==> config.mk <==
export PLATFORM = sky130hd
export DESIGN_NAME = branch_predictor
export DESIGN_NICKNAME = d
export VERILOG_FILES = /design/src/rtl/branch_predictor.sv
export SDC_FILE = /design/constraint.sdc
export NUM_CORES = 2
export LEC_CHECK = 0
export BUFFER_PORTS_ARGS = -buffer_cell sky130_fd_sc_hd__buf_2
export CORE_AREA = 2 2 436 438
export CTS_CLUSTER_DIAMETER = 150
export DETAILED_ROUTE_END_ITERATION = 10
export DIE_AREA = 0 0 438 440
export PLACE_DENSITY_LB_ADDON = 0.08
export REMOVE_ABC_BUFFERS = 1
export SETUP_SLACK_MARGIN = 0.2
export SLEW_MARGIN = 10
export SYNTH_ARGS = -nofsm -noshare
export SYNTH_HDL_FRONTEND = slang
export SYNTH_SLANG_ARGS = --single-unit
==> constraint.sdc <==
create_clock -name clk -period 9.4 [get_ports clk]
set_input_delay 2.82 -clock clk [delete_from_list [all_inputs] [get_ports clk]]
set_output_delay 2.82 -clock clk [all_outputs]
set_load 0.005 [all_outputs]
==> src/rtl/branch_predictor.sv <==
// branch_predictor: PC-indexed saturating-counter direction predictor with tagged target buffer and branch statistics
// clk, reset              : clock, synchronous active-high reset
// lookup_pc -> predict_*  : combinational fetch-time prediction (hit, taken, next PC)
// update_*                : resolved branch from EX, applied on the rising edge
// branch_count, mispredict_count : saturating statistics since reset
module branch_predictor #(
  parameter int XLEN         = 32,
  parameter int ENTRIES      = 64,
  parameter int COUNTER_BITS = 2,
  parameter int TAG_BITS     = 8
) (
  input  logic            clk,
  input  logic            reset,
  input  logic [XLEN-1:0] lookup_pc,
  output logic            predict_hit,
  output logic            predict_taken,
  output logic [XLEN-1:0] predict_target,
  input  logic            update_valid,
  input  logic [XLEN-1:0] update_pc,
  input  logic            update_taken,
  input  logic [XLEN-1:0] update_target,
  input  logic            update_mispredict,
  output logic [31:0]     branch_count,
  output logic [31:0]     mispredict_count
);
  localparam int IDX = $clog2(ENTRIES);
  localparam int TOP = IDX + 2 + TAG_BITS;
  localparam logic [COUNTER_BITS-1:0] CTR_MAX = '1;
  localparam logic [COUNTER_BITS-1:0] CTR_WT  = COUNTER_BITS'(1) << (COUNTER_BITS - 1);
  localparam logic [COUNTER_BITS-1:0] CTR_WNT = CTR_WT - COUNTER_BITS'(1);
  logic [ENTRIES-1:0]      valid;
  logic [TAG_BITS-1:0]     tag    [ENTRIES];
  logic [XLEN-1:0]         target [ENTRIES];
  logic [COUNTER_BITS-1:0] ctr    [ENTRIES];
  logic [IDX-1:0]          l_idx, u_idx;
  logic [TAG_BITS-1:0]     l_tag, u_tag;
  logic                    u_hit;
  logic                    unused_pc;
  assign l_idx = lookup_pc[IDX+1:2];
  assign l_tag = lookup_pc[TOP-1:IDX+2];
  assign u_idx = update_pc[IDX+1:2];
  assign u_tag = update_pc[TOP-1:IDX+2];
  assign u_hit = valid[u_idx] && tag[u_idx] == u_tag;
  assign unused_pc = ^{update_pc[1:0], update_pc[XLEN-1:TOP]};
  always_comb begin
    predict_hit    = !reset && valid[l_idx] && tag[l_idx] == l_tag;
    predict_taken  = predict_hit && ctr[l_idx][COUNTER_BITS-1];
    predict_target = predict_taken ? target[l_idx] : lookup_pc + XLEN'(4);
  end
  always_ff @(posedge clk) begin
    if (reset) begin
      valid            <= '0;
      ctr              <= '{default: CTR_WNT};
      branch_count     <= '0;
      mispredict_count <= '0;
    end else if (update_valid) begin
      branch_count     <= branch_count + ((branch_count != '1) ? 32'd1 : 32'd0);
      mispredict_count <= mispredict_count + ((update_mispredict && mispredict_count != '1) ? 32'd1 : 32'd0);
      if (u_hit && update_taken) begin
        ctr[u_idx]    <= (ctr[u_idx] == CTR_MAX) ? CTR_MAX : ctr[u_idx] + COUNTER_BITS'(1);
        target[u_idx] <= update_target;
      end else if (u_hit) begin
        ctr[u_idx]    <= (ctr[u_idx] == '0) ? '0 : ctr[u_idx] - COUNTER_BITS'(1);
      end else if (update_taken) begin
        valid[u_idx]  <= 1'b1;
        tag[u_idx]    <= u_tag;
        target[u_idx] <= update_target;
        ctr[u_idx]    <= CTR_WT;
      end
    end
  end
endmodule

# Word level (Yosys, flattened, before mapping)
# Memories as Yosys holds them, arrays and structs flattened.
# Cells that the tools add are included.
[totals] regBits=256 latchBits=0 ram_bits=2560 mem_bits_ro=0 input_bits=101 output_inout_bits=98 elab_cells=142 mem_count=2
[memory_table] name="target" words=64 word_bits=32 read_ports=1 rd_ports_with_merged_regs=0 write_ports=1 line="33" rtl="logic [XLEN-1:0] target [ENTRIES];"
[memory_table] name="tag" words=64 word_bits=8 read_ports=2 rd_ports_with_merged_regs=0 write_ports=1 line="32" rtl="logic [TAG_BITS-1:0] tag [ENTRIES];"
[classes] add_sub_neg=5 multipliers=0 div=0 magnitude_cmp=6 n_eq_ne=5 shifts=0 muxes=35 n_bitwise=9 n_reduce_logical=13
[ops] cell="$mux 128" count=3
[ops] cell="$bwmux 128" count=2
[ops] cell="$or 64x64->64" count=2
[ops] cell="$add 32x1->32" count=2
[ops] cell="$and 64x64->64" count=1
[ops] cell="$mux 32" count=2
[ops] cell="$ne 32x32->1 const B" count=2
[ops] cell="$not 64->64" count=1
[ops] cell="$add 32x3->32 const B" count=1
[ops] cell="$bmux 2 s6" count=2
[ops] cell="$eq 8x8->1" count=2
[ops] cell="$mux 1" count=15
[ops] cell="$ge 7x7->1 const B" count=2
[ops] cell="$lt 6x7->1 const B" count=2
[ops] cell="$mux 2" count=7
[ops] cell="$not 6->7" count=2
[ops] cell="$bmux 1 s6" count=2
[ops] cell="$demux 2 s6" count=1
[ops] cell="$logic_and 1x1->1" count=8
[ops] cell="$lt 7x1->1 const B" count=1
[ops] cell="$demux 1 s6" count=1
[ops] cell="$ge 6x1->1 const B" count=1
[ops] cell="$reduce_and 4->1" count=1
[ops] cell="$reduce_bool 3->1" count=1
[ops] cell="other kinds (8)" count=9

# Depth between registers and ports, before layout
[depth] depth_word=10 depth_mapped=17 depth_no_buf=15

# Worst setup path before layout
# No wires, ideal clock.
[synth_timing] path_kind="input to output" start="input lookup_pc[2]" end="output predict_target[12]" t_arrival_ns=6.333 required_ns=6.580 setup_slack_ns=0.247 path_stages=10 n_path_buf=6 cell_sequence="buf_4 -> buf_2 -> buf_4 -> buf_4 -> clkbuf_1 -> buf_1 -> mux4_2 -> mux4_2 -> mux4_2 -> mux2_1"
[synth_between] elab_chain_len=6
[synth_rtl] element="start: declaration" line="14" rtl="input logic [XLEN-1:0] lookup_pc,"
[synth_rtl] element="parallel branches: the longest is 5 deep, another holds $mem_v2 64x8"
[synth_rtl] element="$mux 32 (*)" line="48" rtl="predict_target = predict_taken ? target[l_idx] : lookup_pc + XLEN'(4);"
[synth_rtl] element="end: declaration" line="17" rtl="output logic [XLEN-1:0] predict_target,"
# Every way passes the cells marked *. The select of a mux whose other input is x is not followed.

# Worst setup path after layout
[layout_timing] start="input lookup_pc[2]" end="output predict_target[4]"
# The elaborated chain is that of the path after synthesis.

==> metrics.md <==
| Metric | Value |
|---|---|
| GP Congestion | `0.964` |
| Layout cells sized above 1 | `30.0%` |
| Most frequent cells in the layout | `edfxtp_1 (2560), mux4_2 (881), buf_4 (319)` |
| Non-filler cells, final | `9268` |
| Layout Nets | `6650` |
| # DRC | `0` |
| Peak supply drop | `0.000202 V` |
| RSZ-0062 raised after global routing | `yes` |
| Final period utilization | `101%` |
| DRT iter0 DRCs | `10554` |
| Core Region | `189000 um^2` |
| HP Class | `flip-flop to flip-flop` |
| Largest stage delay, worst path | `560 ps` |
| Async SR Flop Fraction | `0%` |
| Critical Path Fanout Max | `6` |
| Die Y | `440 um` |
| Clock Tree Root | `clkbuf_16` |
| Post-Syn Area | `118000 um^2` |
| PortBufs | `180` |
| First-pass GRT wire length | `492000 um` |
| Worst slew margin | `9.09%` |
| Die width | `438 um` |
| Flops & latches, synth | `2816` |
| Full die area | `193000 um^2` |
| Post-DRT Antenna Nets | `0` |
| Worst Setup Path Type | `input pin to primary output` |
| CP Cell Sequence | `buf_16 > buf_12 > buf_16 > buf_4 > mux4_2 > mux4_2 > a221oi_2 > xnor2_1 > nor4_1 > nand3_1 > nor3b_4 > buf_12 > buf_16 > buf_12 > buf_16 > mux2_2 > buf_2` |
| CTS Sinks | `2816` |
| First drt pass iteration count | `6` |
| GR Util met1 | `51.3%` |
| Syn Area/Cell | `19.0 um^2` |
| CTS buffer count | `301` |
| Synth Flop Type | `edfxtp_1` |
| Pin count of the biggest net entering global routing | `147` |
| Number of flops mapped to enable cells by yosys | `2560` |
| P_leak | `42.5 nW` |
| Synth cell types | `78` |
| DRT Wirelength | `351000 um` |
| CTS tree | `done` |
| Routed vias/inst | `7.36` |
| Total GRT Usage | `36.5%` |
| Antenna violations before repair | `16` |
| Worst slew pin tran | `1360 ps` |
| Violated checks | `negative setup slack` |
| H-tree levels | `5` |
| Post-DP HPWL | `201000 um` |
| Layout area overhead | `13.4%` |
| Tot Pwr | `26.8 mW` |
| Initial Util | `62.4%` |
| YS warnings | `0` |
| Layout Utilization | `70.7%` |
| Clock slew at reported path FFs | `60 ps` |
| Max Cap Viol | `0` |
| Sequential cell area fraction in the yosys report | `69.7%` |
| Most used cell, CP | `buf_16` |
| Pwr dens | `201 nW/um^2` |
| Outcome | `finished with violations` |
| Max Freq | `0.105 GHz` |
| CP Capture Type | `primary output` |
| Cts hold-fix bufs | `0` |
| Final setup viols | `30` |
| Routing usage on met3 | `8.54%` |
| Final WS setup | `-105 ps` |
| Synthesized instance count | `6176` |
| Most used routing layer | `met2` |
| I/O pin count | `199` |
| Reg-to-reg slack, setup | `4840 ps` |
| Clock Skews | `34.1 ps` |
| Total number of vias | `68181` |
| Final min period | `9510 ps` |
| M2 GR Usage | `55.2%` |
| GR Overflow Total | `0` |
| Worst EP required | `6580 ps` |
| WP data arrival | `6690 ps` |
| Clk Latency, worst-skew pair | `940 ps` |
| Vias in the first global route | `66092` |
| Startpoint Class | `input pin` |
| Largest buffer count on any clock path | `4` |
| Rows | `160` |
| Commonest non-fill, non-tap cell in the layout | `edfxtp_1` |
| Hold Violations, Final | `0` |
| Max Transition Viols Final | `0` |
| Crit-path slowest cell | `mux4_2` |
| Wire length per cell | `37.9 um` |
| DP Cell Count | `8714` |
-- kinds of logic after synthesis --
kind of cell	share of synthesized area [%]
multiplexers	19.0
adder cells (fa/ha/maj)	0.0702
AND/OR/NAND/NOR	3.09
flip-flops	69.7
AO/OA/AOI/OAI	5.40
XOR/XNOR	0.730
buffers and inverters	2.03
-- critical path: cells and delay by family --
family | cells | cell delay (ps)
mux | 3 | 1380
compound gates | 1 | 320
simple gates | 3 | 740
buf+inv | 9 | 1240
xor+xnor | 1 | 110
-- cells in the mapped netlist (43+ instances only) --
cell      number  share of area (%)
clkbuf_1     294               0.94
edfxtp_1    2560                 65
dfxtp_1      256                4.4
a21oi_1       97               0.41
buf_2        104               0.44
a221oi_1      43               0.32
o41a_1        59               0.56
nand3_1       49               0.21
xor2_1        58               0.43
mux2i_1      142                1.2
nand2_1      221               0.71
o22ai_1       59               0.31
o31a_1        62               0.46
a22oi_1       61               0.39
o21bai_1      62               0.40
mux4_2       881                 17
mux2_2        83               0.79
nor3_1        81               0.34
inv_1         73               0.23
o211ai_1      67               0.43
nor2_1       228               0.73
buf_1         66               0.21
a41oi_1       63               0.47
o32ai_1       64               0.48
-- routing by layer --
metal / part of all wire [%] / routed length [um]
met5: 0 / 0
met4: 5.4 / 19000
met3: 12 / 41700
met2: 46 / 162000
met1: 36 / 128000
-- final cells by class --
type	count	area, um^2
fill	11589	55200
inverter	79	299
sequential	2816	82000
antenna	14	35.0
timing repair buffer	557	4740
tap	2511	3140
clock inverter	116	1140
clock buffer	386	8160
multi-input combinational	2789	33900
-- metrics by stage --
step	TNS [ps]	area, um^2	hold WS, ps	setup slack, ps
floorplan	-3391430	116000	440	-5550
global placement	-6190	123000	453	-230
detailed placement	-4570	123000	459	-192
CTS	-1550	133000	472	-86.5
global route	-2890	133000	491	-130
finish	-2120	133000	474	-105
-- path summary, 6_finish.rpt --
check / start / to / cells past startpoint
worst max-delay path: lookup_pc[2] / predict_target[4] / 17
worst min register to register: valid[30] / valid[30] / 2
worst min-delay path: valid[30] / valid[30] / 2
worst max register to register: tag[37][1] / tag[52][5] / 11
-- report_power, final --
group / internal, mW / leakage, nW / switching (mW) / total [mW]
clock: 6.72 / 4.52 / 4.72 / 11.4
sequential: 13.7 / 25.1 / 0.0110 / 13.7
combinational: 0.632 / 12.9 / 1.03 / 1.67
total: 21.0 / 42.5 / 5.76 / 26.8
-- repair_timing --
action / CTS / global route
endpoints found under the setup margin: 33 / 33
gates resized for setup: 61 / 8
gates cloned: 4 / 3
pin swaps: 5 / 2
setup buffers: 17 / 13
hold endpoints to repair: 0 / 0
-- state kept, by name, summed over array words and instances (netlist names) --
name,cells
target,2048
mispredict_count,32
ctr,128
branch_count,32
valid,64
tag,512
Power figures use the tool's default switching activity.
